`config.mk`:
```
export PLATFORM = sky130hd
export DESIGN_NAME = alu_sequencer
export DESIGN_NICKNAME = d
export VERILOG_FILES = /design/src/rtl/alu_pkg.sv /design/src/rtl/alu_regfile.sv /design/src/rtl/alu_sequencer.sv
export SDC_FILE = /design/constraint.sdc
export NUM_CORES = 1
export LEC_CHECK = 0
export CAP_MARGIN = 20
export CORE_UTILIZATION = 43
export CTS_CLUSTER_SIZE = 24
export DETAILED_ROUTE_END_ITERATION = 6
export GPL_ROUTABILITY_DRIVEN = 0
export PLACE_DENSITY = 0.75
export SLEW_MARGIN = 5
export SYNTH_ARGS = -nofsm -noshare
export SYNTH_HDL_FRONTEND = slang
export SYNTH_HIERARCHICAL = 1
export SYNTH_SLANG_ARGS = --single-unit
export TNS_END_PERCENT = 50
```
`constraint.sdc`:
```
create_clock -name clk -period 2.4 [get_ports clk]
set_clock_uncertainty 0.2 [all_clocks]
set_input_delay 0.48 -clock clk [delete_from_list [all_inputs] [get_ports clk]]
set_output_delay 0.48 -clock clk [all_outputs]
set_load 0.02 [all_outputs]
```
`src/rtl/alu_pkg.sv`:
```
// Shared definitions for the ALU instruction sequencer: opcodes, ALU control
// bit indices (also used by the ALU and the bench), FSM state encoding and
// small decode helpers.
package alu_pkg;

    localparam logic [3:0] OP_NOP = 4'h0;
    localparam logic [3:0] OP_ADD = 4'h1;
    localparam logic [3:0] OP_SUB = 4'h2;
    localparam logic [3:0] OP_LSR = 4'h3;
    localparam logic [3:0] OP_LSH = 4'h4;
    localparam logic [3:0] OP_RSH = 4'h5;
    localparam logic [3:0] OP_AND = 4'h6;
    localparam logic [3:0] OP_OR  = 4'h7;
    localparam logic [3:0] OP_XOR = 4'h8;
    localparam logic [3:0] OP_INV = 4'h9;
    localparam logic [3:0] OP_LDI = 4'hA;

    localparam int CTRL_ADD = 0;
    localparam int CTRL_SUB = 1;
    localparam int CTRL_LSR = 2;
    localparam int CTRL_LSH = 3;
    localparam int CTRL_RSH = 4;
    localparam int CTRL_AND = 5;
    localparam int CTRL_OR  = 6;
    localparam int CTRL_XOR = 7;
    localparam int CTRL_INV = 8;
    localparam int CTRL_W   = 9;

    typedef enum logic [1:0] {
        ST_IDLE = 2'd0,
        ST_EXEC = 2'd1,
        ST_WB   = 2'd2,
        ST_HALT = 2'd3
    } state_t;

    // One-hot ALU control for an opcode; zero for NOP, LDI and illegal codes.
    function automatic logic [CTRL_W-1:0] decode_ctrl(input logic [3:0] op);
        logic [CTRL_W-1:0] ctrl;
        ctrl = '0;
        case (op)
            OP_ADD:  ctrl[CTRL_ADD] = 1'b1;
            OP_SUB:  ctrl[CTRL_SUB] = 1'b1;
            OP_LSR:  ctrl[CTRL_LSR] = 1'b1;
            OP_LSH:  ctrl[CTRL_LSH] = 1'b1;
            OP_RSH:  ctrl[CTRL_RSH] = 1'b1;
            OP_AND:  ctrl[CTRL_AND] = 1'b1;
            OP_OR:   ctrl[CTRL_OR]  = 1'b1;
            OP_XOR:  ctrl[CTRL_XOR] = 1'b1;
            OP_INV:  ctrl[CTRL_INV] = 1'b1;
            default: ctrl = '0;
        endcase
        return ctrl;
    endfunction

    // Opcodes whose ALU result is written back (LSR only loads the ALU shifter).
    function automatic logic writes_alu_result(input logic [3:0] op);
        return (op == OP_ADD) || (op == OP_SUB) ||
               ((op >= OP_LSH) && (op <= OP_INV));
    endfunction

    function automatic logic is_arith(input logic [3:0] op);
        return (op == OP_ADD) || (op == OP_SUB);
    endfunction

    function automatic logic is_illegal(input logic [3:0] op);
        return op > OP_LDI;
    endfunction

endpackage

```
`src/rtl/alu_regfile.sv`:
```
// Register file for the ALU sequencer: 2^ADDR_W x DATA_W flops with async
// reset, two combinational operand read ports, one debug read port and one
// synchronous write port.
module alu_regfile
    import alu_pkg::*;
#(
    parameter int DATA_W = 4,
    parameter int ADDR_W = 2
) (
    input  logic              clk,
    input  logic              reset,
    input  logic              we,
    input  logic [ADDR_W-1:0] waddr,
    input  logic [DATA_W-1:0] wdata,
    input  logic [ADDR_W-1:0] raddr1,
    input  logic [ADDR_W-1:0] raddr2,
    output logic [DATA_W-1:0] rdata1,
    output logic [DATA_W-1:0] rdata2,
    input  logic [ADDR_W-1:0] dbg_addr,
    output logic [DATA_W-1:0] dbg_data
);

    localparam int DEPTH = 1 << ADDR_W;

    logic [DATA_W-1:0] regs [DEPTH];

    // Register storage: cleared on reset, one write per clock.
    // NOTE: this array is reset on purpose; that forces flops rather than a RAM
    // macro, which is fine at this size and gives a defined power-up state.
    always_ff @(posedge clk or posedge reset) begin
        if (reset) begin
            for (int i = 0; i < DEPTH; i++) begin
                regs[i] <= '0;
            end
        end else if (we) begin
            regs[waddr] <= wdata;
        end
    end

    assign rdata1   = regs[raddr1];
    assign rdata2   = regs[raddr2];
    assign dbg_data = regs[dbg_addr];

endmodule

```
`src/rtl/alu_sequencer.sv`:
```
// Instruction sequencer for the clocked ALU. Accepts one 10-bit instruction
// per handshake, walks IDLE -> EXEC -> WB, drives one-hot ALU controls and
// operands from the register file, and writes the registered ALU result back.
// Optional build macro ALU_SEQ_OVF_TRAP_EN: an ADD/SUB overflow suppresses the
// writeback and parks the FSM in HALT until reset.
module alu_sequencer
    import alu_pkg::*;
#(
    parameter int DATA_W = 4,
    parameter int ADDR_W = 2
) (
    input  logic              clk,
    input  logic              reset,
    input  logic              instr_valid,
    output logic              instr_ready,
    input  logic [9:0]        instr,
    output logic [8:0]        alu_ctrl,
    output logic [DATA_W-1:0] alu_in1,
    output logic [DATA_W-1:0] alu_in2,
    input  logic [DATA_W-1:0] alu_out,
    input  logic              alu_overflow,
    output logic              done,
    output logic              illegal,
    output logic              ovf_flag,
    input  logic [ADDR_W-1:0] dbg_addr,
    output logic [DATA_W-1:0] dbg_data
);

`ifdef ALU_SEQ_OVF_TRAP_EN
    localparam bit TRAP_EN = 1'b1;
`else
    localparam bit TRAP_EN = 1'b0;
`endif

    state_t state, state_next;

    logic [3:0]        ir_op;
    logic [ADDR_W-1:0] ir_rd;
    logic [ADDR_W-1:0] ir_rs;
    logic [3:0]        ir_imm;

    logic              ovf_hit;
    logic              trap;
    logic              we;
    logic [DATA_W-1:0] wdata;

    assign ovf_hit = (state == ST_WB) && is_arith(ir_op) && alu_overflow;
    assign trap    = TRAP_EN && ovf_hit;
    assign we      = (state == ST_WB) &&
                     ((writes_alu_result(ir_op) && !trap) || (ir_op == OP_LDI));
    assign wdata   = (ir_op == OP_LDI) ? DATA_W'(ir_imm) : alu_out;

    // FSM state register.
    // NOTE: clocked state uses non-blocking assignments so every flop samples
    // pre-edge values regardless of block evaluation order.
    always_ff @(posedge clk or posedge reset) begin
        if (reset) state <= ST_IDLE;
        else       state <= state_next;
    end

    // Next state and decoded outputs for the current state.
    // NOTE: every output gets a default first so no path leaves a value held,
    // which would otherwise infer a latch.
    always_comb begin
        state_next  = state;
        instr_ready = 1'b0;
        alu_ctrl    = '0;
        done        = 1'b0;
        illegal     = 1'b0;
        case (state)
            ST_IDLE: begin
                instr_ready = 1'b1;
                if (instr_valid) state_next = ST_EXEC;
            end
            ST_EXEC: begin
                alu_ctrl   = decode_ctrl(ir_op);
                state_next = ST_WB;
            end
            ST_WB: begin
                done       = 1'b1;
                illegal    = is_illegal(ir_op);
                state_next = trap ? ST_HALT : ST_IDLE;
            end
            ST_HALT: state_next = ST_HALT;
            default: state_next = ST_IDLE;
        endcase
    end

    // Instruction register, loaded on the accept handshake.
    always_ff @(posedge clk or posedge reset) begin
        if (reset) begin
            ir_op  <= OP_NOP;
            ir_rd  <= '0;
            ir_rs  <= '0;
            ir_imm <= '0;
        end else if ((state == ST_IDLE) && instr_valid) begin
            ir_op  <= instr[9:6];
            ir_rd  <= instr[4 +: ADDR_W];
            ir_rs  <= instr[ADDR_W-1:0];
            ir_imm <= instr[3:0];
        end
    end

    // Sticky overflow from ADD/SUB, cleared only by reset.
    always_ff @(posedge clk or posedge reset) begin
        if (reset)        ovf_flag <= 1'b0;
        else if (ovf_hit) ovf_flag <= 1'b1;
    end

    alu_regfile #(
        .DATA_W (DATA_W),
        .ADDR_W (ADDR_W)
    ) u_regfile (
        .clk      (clk),
        .reset    (reset),
        .we       (we),
        .waddr    (ir_rd),
        .wdata    (wdata),
        .raddr1   (ir_rd),
        .raddr2   (ir_rs),
        .rdata1   (alu_in1),
        .rdata2   (alu_in2),
        .dbg_addr (dbg_addr),
        .dbg_data (dbg_data)
    );

endmodule
```
# Yosys cells after proc, flatten, opt, wreduce, memory -nomap -nowiden
# Index checks and enable logic that the tools add are counted.
# totals
reg_bits	31
word_cells	72
out_inout_bits	25
# op_classes
eq_ne	14
mux	28
bitwise	3
magnitude_cmp	7
n_reduce_logical	10
# op_table
cell	n
$mux 4	8
$bmux 4 s2	3
$bwmux 16	1
$eq 4x3->1 const B	4
$eq 4x4->1 const B	3
$mux 1	12
$ge 3x3->1 const B	3
$mux 9	1
$not 2->3	3
$demux 4 s2	1
$eq 4x2->1 const B	2
$pmux 2 s4	1
$logic_and 1x1->1	6
$eq 2x2->1 const B	2
$eq 4x1->1 const B	1
$ge 4x3->1 const B	1
$gt 4x4->1 const B	1
$le 4x4->1 const B	1
$logic_or 1x1->1	3
$lt 3x1->1 const B	1
$eq 2x1->1 const B	1
$logic_not 2->1	1
$mux 2	1
$ne 2x2->1 const B	1

# Logic depth before layout (Yosys ltp)
# depth
depth_word	6
ltp_mapped	6
mapped_depth_nobuf	6

# By module
# The synthesis kept the hierarchy.
# modules_own_cells
mod	cells_each	area_per_inst_um2	instances	seq_area_each_um2
alu_regfile	49	904.6	1	400.4
alu_sequencer	67	770.7	1	325.3

# Least setup slack after synthesis
# No wires, ideal clock.
# synth_timing
kind	register to register
from	register state[0]
to	register u_regfile/regs[12] (netlist name)
arrival_time_ps	2074
path_stages_with_launch	7
setup_ps	125
required_time_ps	2075
n_path_buf	0
slack_ps	1
cell_sequence	dfrtp_1 -> inv_1 -> ha_1 -> inv_1 -> o41ai_1 -> nor3b_4 -> mux2_2
# synth_via
elab_chain_len	2
# synth_lines
element	line	rtl
start, declared	alu_sequencer.sv:35	state_t state, state_next;
start signal, assigned	alu_sequencer.sv:58	else state <= state_next;
$eq 2x2->1	alu_sequencer.sv:49	assign we = (state == ST_WB) &&
$logic_and 1x1->1	alu_sequencer.sv:49	
named net we	alu_sequencer.sv:44	logic we;
end signal, assigned by index	alu_regfile.sv:36	regs[waddr] <= wdata;
end, declared	alu_regfile.sv:25	logic [DATA_W-1:0] regs [DEPTH];
# The timed path passes the listed nets, and every way through them passes these cells.
# A chain may end at the register's enable or synchronous reset.

# Worst setup path after layout
# layout_timing
from	register state[1]
to	output port alu_ctrl[1]
# layout_via
elab_chain_len	2
# layout_lines
element	line	rtl
$eq 2x1->1	alu_sequencer.sv:70	case (state)
$mux 9	alu_sequencer.sv:70	
end, declared	alu_sequencer.sv:17	output logic [8:0] alu_ctrl,
# No other way between the ends.

==> metrics.yaml <==
outcome:
  run_status: "finished, final reports clean"
synth:
  synthesis.nets: 140
  synth_top_flop_cell: "dfrtp_1"
  synthArstFlopShare_pct: 100
  netlist.area_leader.share_pct: 43.3
  seq_area_frac_synth_pct: 43.3
  syn_inst: 116
  netlist_area_um2: 1680
  yosys.area.top_type: "dfrtp_1"
  synth_cell_type_count: 25
  synth_edf_count: 0
  ys_top_cells_by_area: "dfrtp_1, mux2_2, mux4_2, mux4_1, mux2_4"
  ys_seq_elements: 29
  yosys_warnings: 6
  avgSynthCellArea_um2: 14.4
sta:
  rsz0062_at_grt: "true"
  slew_violations: 0
  setup-violations-final: 0
  fmaxAchievable_mhz: 426
  min_period_over_period_pct: 97.7
  tns_ns: 0
  tightest_slew_ns: 0.625
  slew_headroom_pct: 58.3
  hold_viol: 0
  timing.final.crit_period_ns: 2.34
floorplanning:
  die-area_um2: 4150
  fp.dieW_um: 64.4
  die_h_um: 64.4
  start_util_pct: 45.4
  row_count: 22
  core-area_um2: 3690
  num_io_pins: 45
global_route:
  grt_max_degree: 17
  grt_overflow: 0
  grt_pass1_wl_um: 6010
  grt_pass1_vias: 1241
  grtUsageTotal_pct: 19.6
  antenna_found_initial: 0
clock_tree:
  clk_latency_ns: 0.27
  cts-root-buf: "clkbuf_8"
  cts.clk_slew.worst_paths_ns: 0.06
  h-tree-depth: 2
  clk_path_buf_depth: 2
  cts_sinks: 29
  cts_buffers: 5
  cts_tree: "done"
cells_and_area:
  drive_gt1_share_pct: 40.6
  antennaDiodeCount: 0
  finalNonFillerCells: 223
  area_delta_synth_final_pct: 37.7
  nets: 199
min_path:
  hold_path_class: "flop to flop"
pwr:
  pwr-share-seq_pct: 51.2
  switching_share_pct: 21.3
  power.leakage_uw: 0.00112
  switchingPower_uw: 211
  power_frac_comb_pct: 9.2
  p_per_area_nw_per_um2: 431
  p_clk_share_pct: 39.6
  p_int_uw: 782
  ir_worst_vdd_mv: 0.328
place:
  hpwl_um: 2770
  dp_cells: 212
  numPortBuffers: 44
route:
  wl_per_cell_um: 16.6
  routed_wl_um: 3710
  ant_nets: 0
  dr_total_vias: 1206
  vias_per_cell: 5.41
  first_iter_violations: 44
  drc: 0
  first_pass_iters: 4
critical_path:
  cp.required_ns: 1.72
  cp_slowest_cell: "or3b_4"
  critPathLaunchType: "flop"
  worstPathMaxFanout: 3
  crit_arrival_ns: 1.66
  path_class: "flop to output port"
  end_kind: "output port"
  path_cells: "inv_1 > ha_1 > or3b_4 > nor2_1 > clkdlybuf4s15_2"
  slowest_delay_ns: 0.41
job:
  drv_cap: 0
## power by group through the flow
stage          Sequential (uW)  Combinational, uW  Clock [uW]
2_1_floorplan              514               43.8           0
3_3_place_gp               517               94.8           0
3_5_place_dp               518               98.4           0
4_1_cts                    509               94.3         409
5_1_grt                    510               98.2         431
6_report                   509               91.3         393
## repair_timing
item                                   4_1_cts  5_1_grt
buffers inserted                             1        3
hold buffers                                 0        0
gates resized for setup                     35       14
gates cloned                                 0        0
setup endpoints to repair                   22       22
endpoints found under the hold margin        0        0
## placed cells by master (no fill, tap or decap), types with 2 or more instances in the layout
cell type,count
clkdlybuf4s15_2,2
mux4_2,9
nand2_1,2
ha_1,3
dlygate4sd2_1,15
dfrtp_2,2
buf_2,3
mux2_4,4
nand3b_1,5
mux2_2,26
inv_1,4
clkbuf_8,6
mux2i_1,2
buf_4,10
nor3_1,3
clkdlybuf4s50_1,20
nor2_1,9
clkbuf_2,3
nand2b_1,2
mux4_1,3
dfrtp_1,27
## layer usage
layer	global-route usage, %	vias up	wire [um]	share of wire [%]
met5	0	-	0	0
met4	8.06	0	46	1.2
met3	4.58	6	169	4.6
met2	33.9	30	1970	53
met1	23.4	612	1530	41
li1	-	558	-	-
## cells in the mapped netlist (2+ instances only)
library cell and number:
mux4_1 3, mux4_2 9, nand3b_1 5, mux2i_1 2
ha_1 4, buf_2 2, nor3_1 3, nor2_1 9
nand2_1 2, inv_1 5, mux2_4 4, dfrtp_1 29
mux2_2 26, nand2b_1 2
## flip-flops by register name, summed over array words and instances (netlist names)
signal,flops
ir_op,4
ir_rd,2
ir_imm,3
state,2
u_regfile/regs,16
ovf_flag,1
ir_rs,1
## kinds of logic (layout without fill, tap and decap cells)
logic type | count (synthesis) | after routing | synth area share [%]
AO/OA/AOI/OAI | 3 | 3 | 1.72
XOR/XNOR | 1 | 1 | 0.523
adder cells (fa/ha/maj) | 4 | 4 | 2.99
buffers and inverters | 8 | 67 | 2.39
flip-flops | 29 | 29 | 43.3
multiplexers | 44 | 44 | 39.1
AND/OR/NAND/NOR | 27 | 27 | 10.0
## per-stage QoR
stage | total power [uW] | utilization, % | worst slack (ns) | cell area [um^2] | hold slack, ns
2_1_floorplan | 558 | - | 0.000984 | 1680 | 0.157
3_3_place_gp | 612 | 59.8 | -0.471 | 2210 | 0.251
3_5_place_dp | 616 | 59.8 | -0.504 | 2210 | 0.271
4_1_cts | 1010 | 61.9 | -0.167 | 2280 | 0.284
5_1_grt | 1040 | 62.6 | -0.0161 | 2310 | 0.300
6_report | 994 | 62.6 | 0.0551 | 2310 | 0.281
## final cells by class
type | instances | area [um^2]
multi-input combinational | 79 | 932
fill | 297 | 1380
clock buffer | 7 | 86.3
inverter | 5 | 18.8
timing repair buffer | 55 | 482
tap | 48 | 60.1
sequential | 29 | 728
## path summary, 6_finish.rpt
check                         start                 end  slack (ns)  cells after the start
max                        state[1]         alu_ctrl[1]        0.06                      5
max in group asynchronous     reset   u_regfile/regs[5]        1.18                      2
max reg2reg                state[0]  u_regfile/regs[15]        0.16                      7
min reg2reg                ovf_flag            ovf_flag        0.28                      1
min                        ovf_flag            ovf_flag        0.28                      1
min in group asynchronous     reset           ir_imm[3]        0.36                      2
## worst max-delay path: cells and delay by family (launching register included)
kind                       cells  cell delay [ns]
DFF                            1             0.38
and+or+nand+nor                2             0.50
adders and majority gates      1             0.18
buffers and inverters          2             0.34
Note: power is estimated with default switching activity, not from simulation.
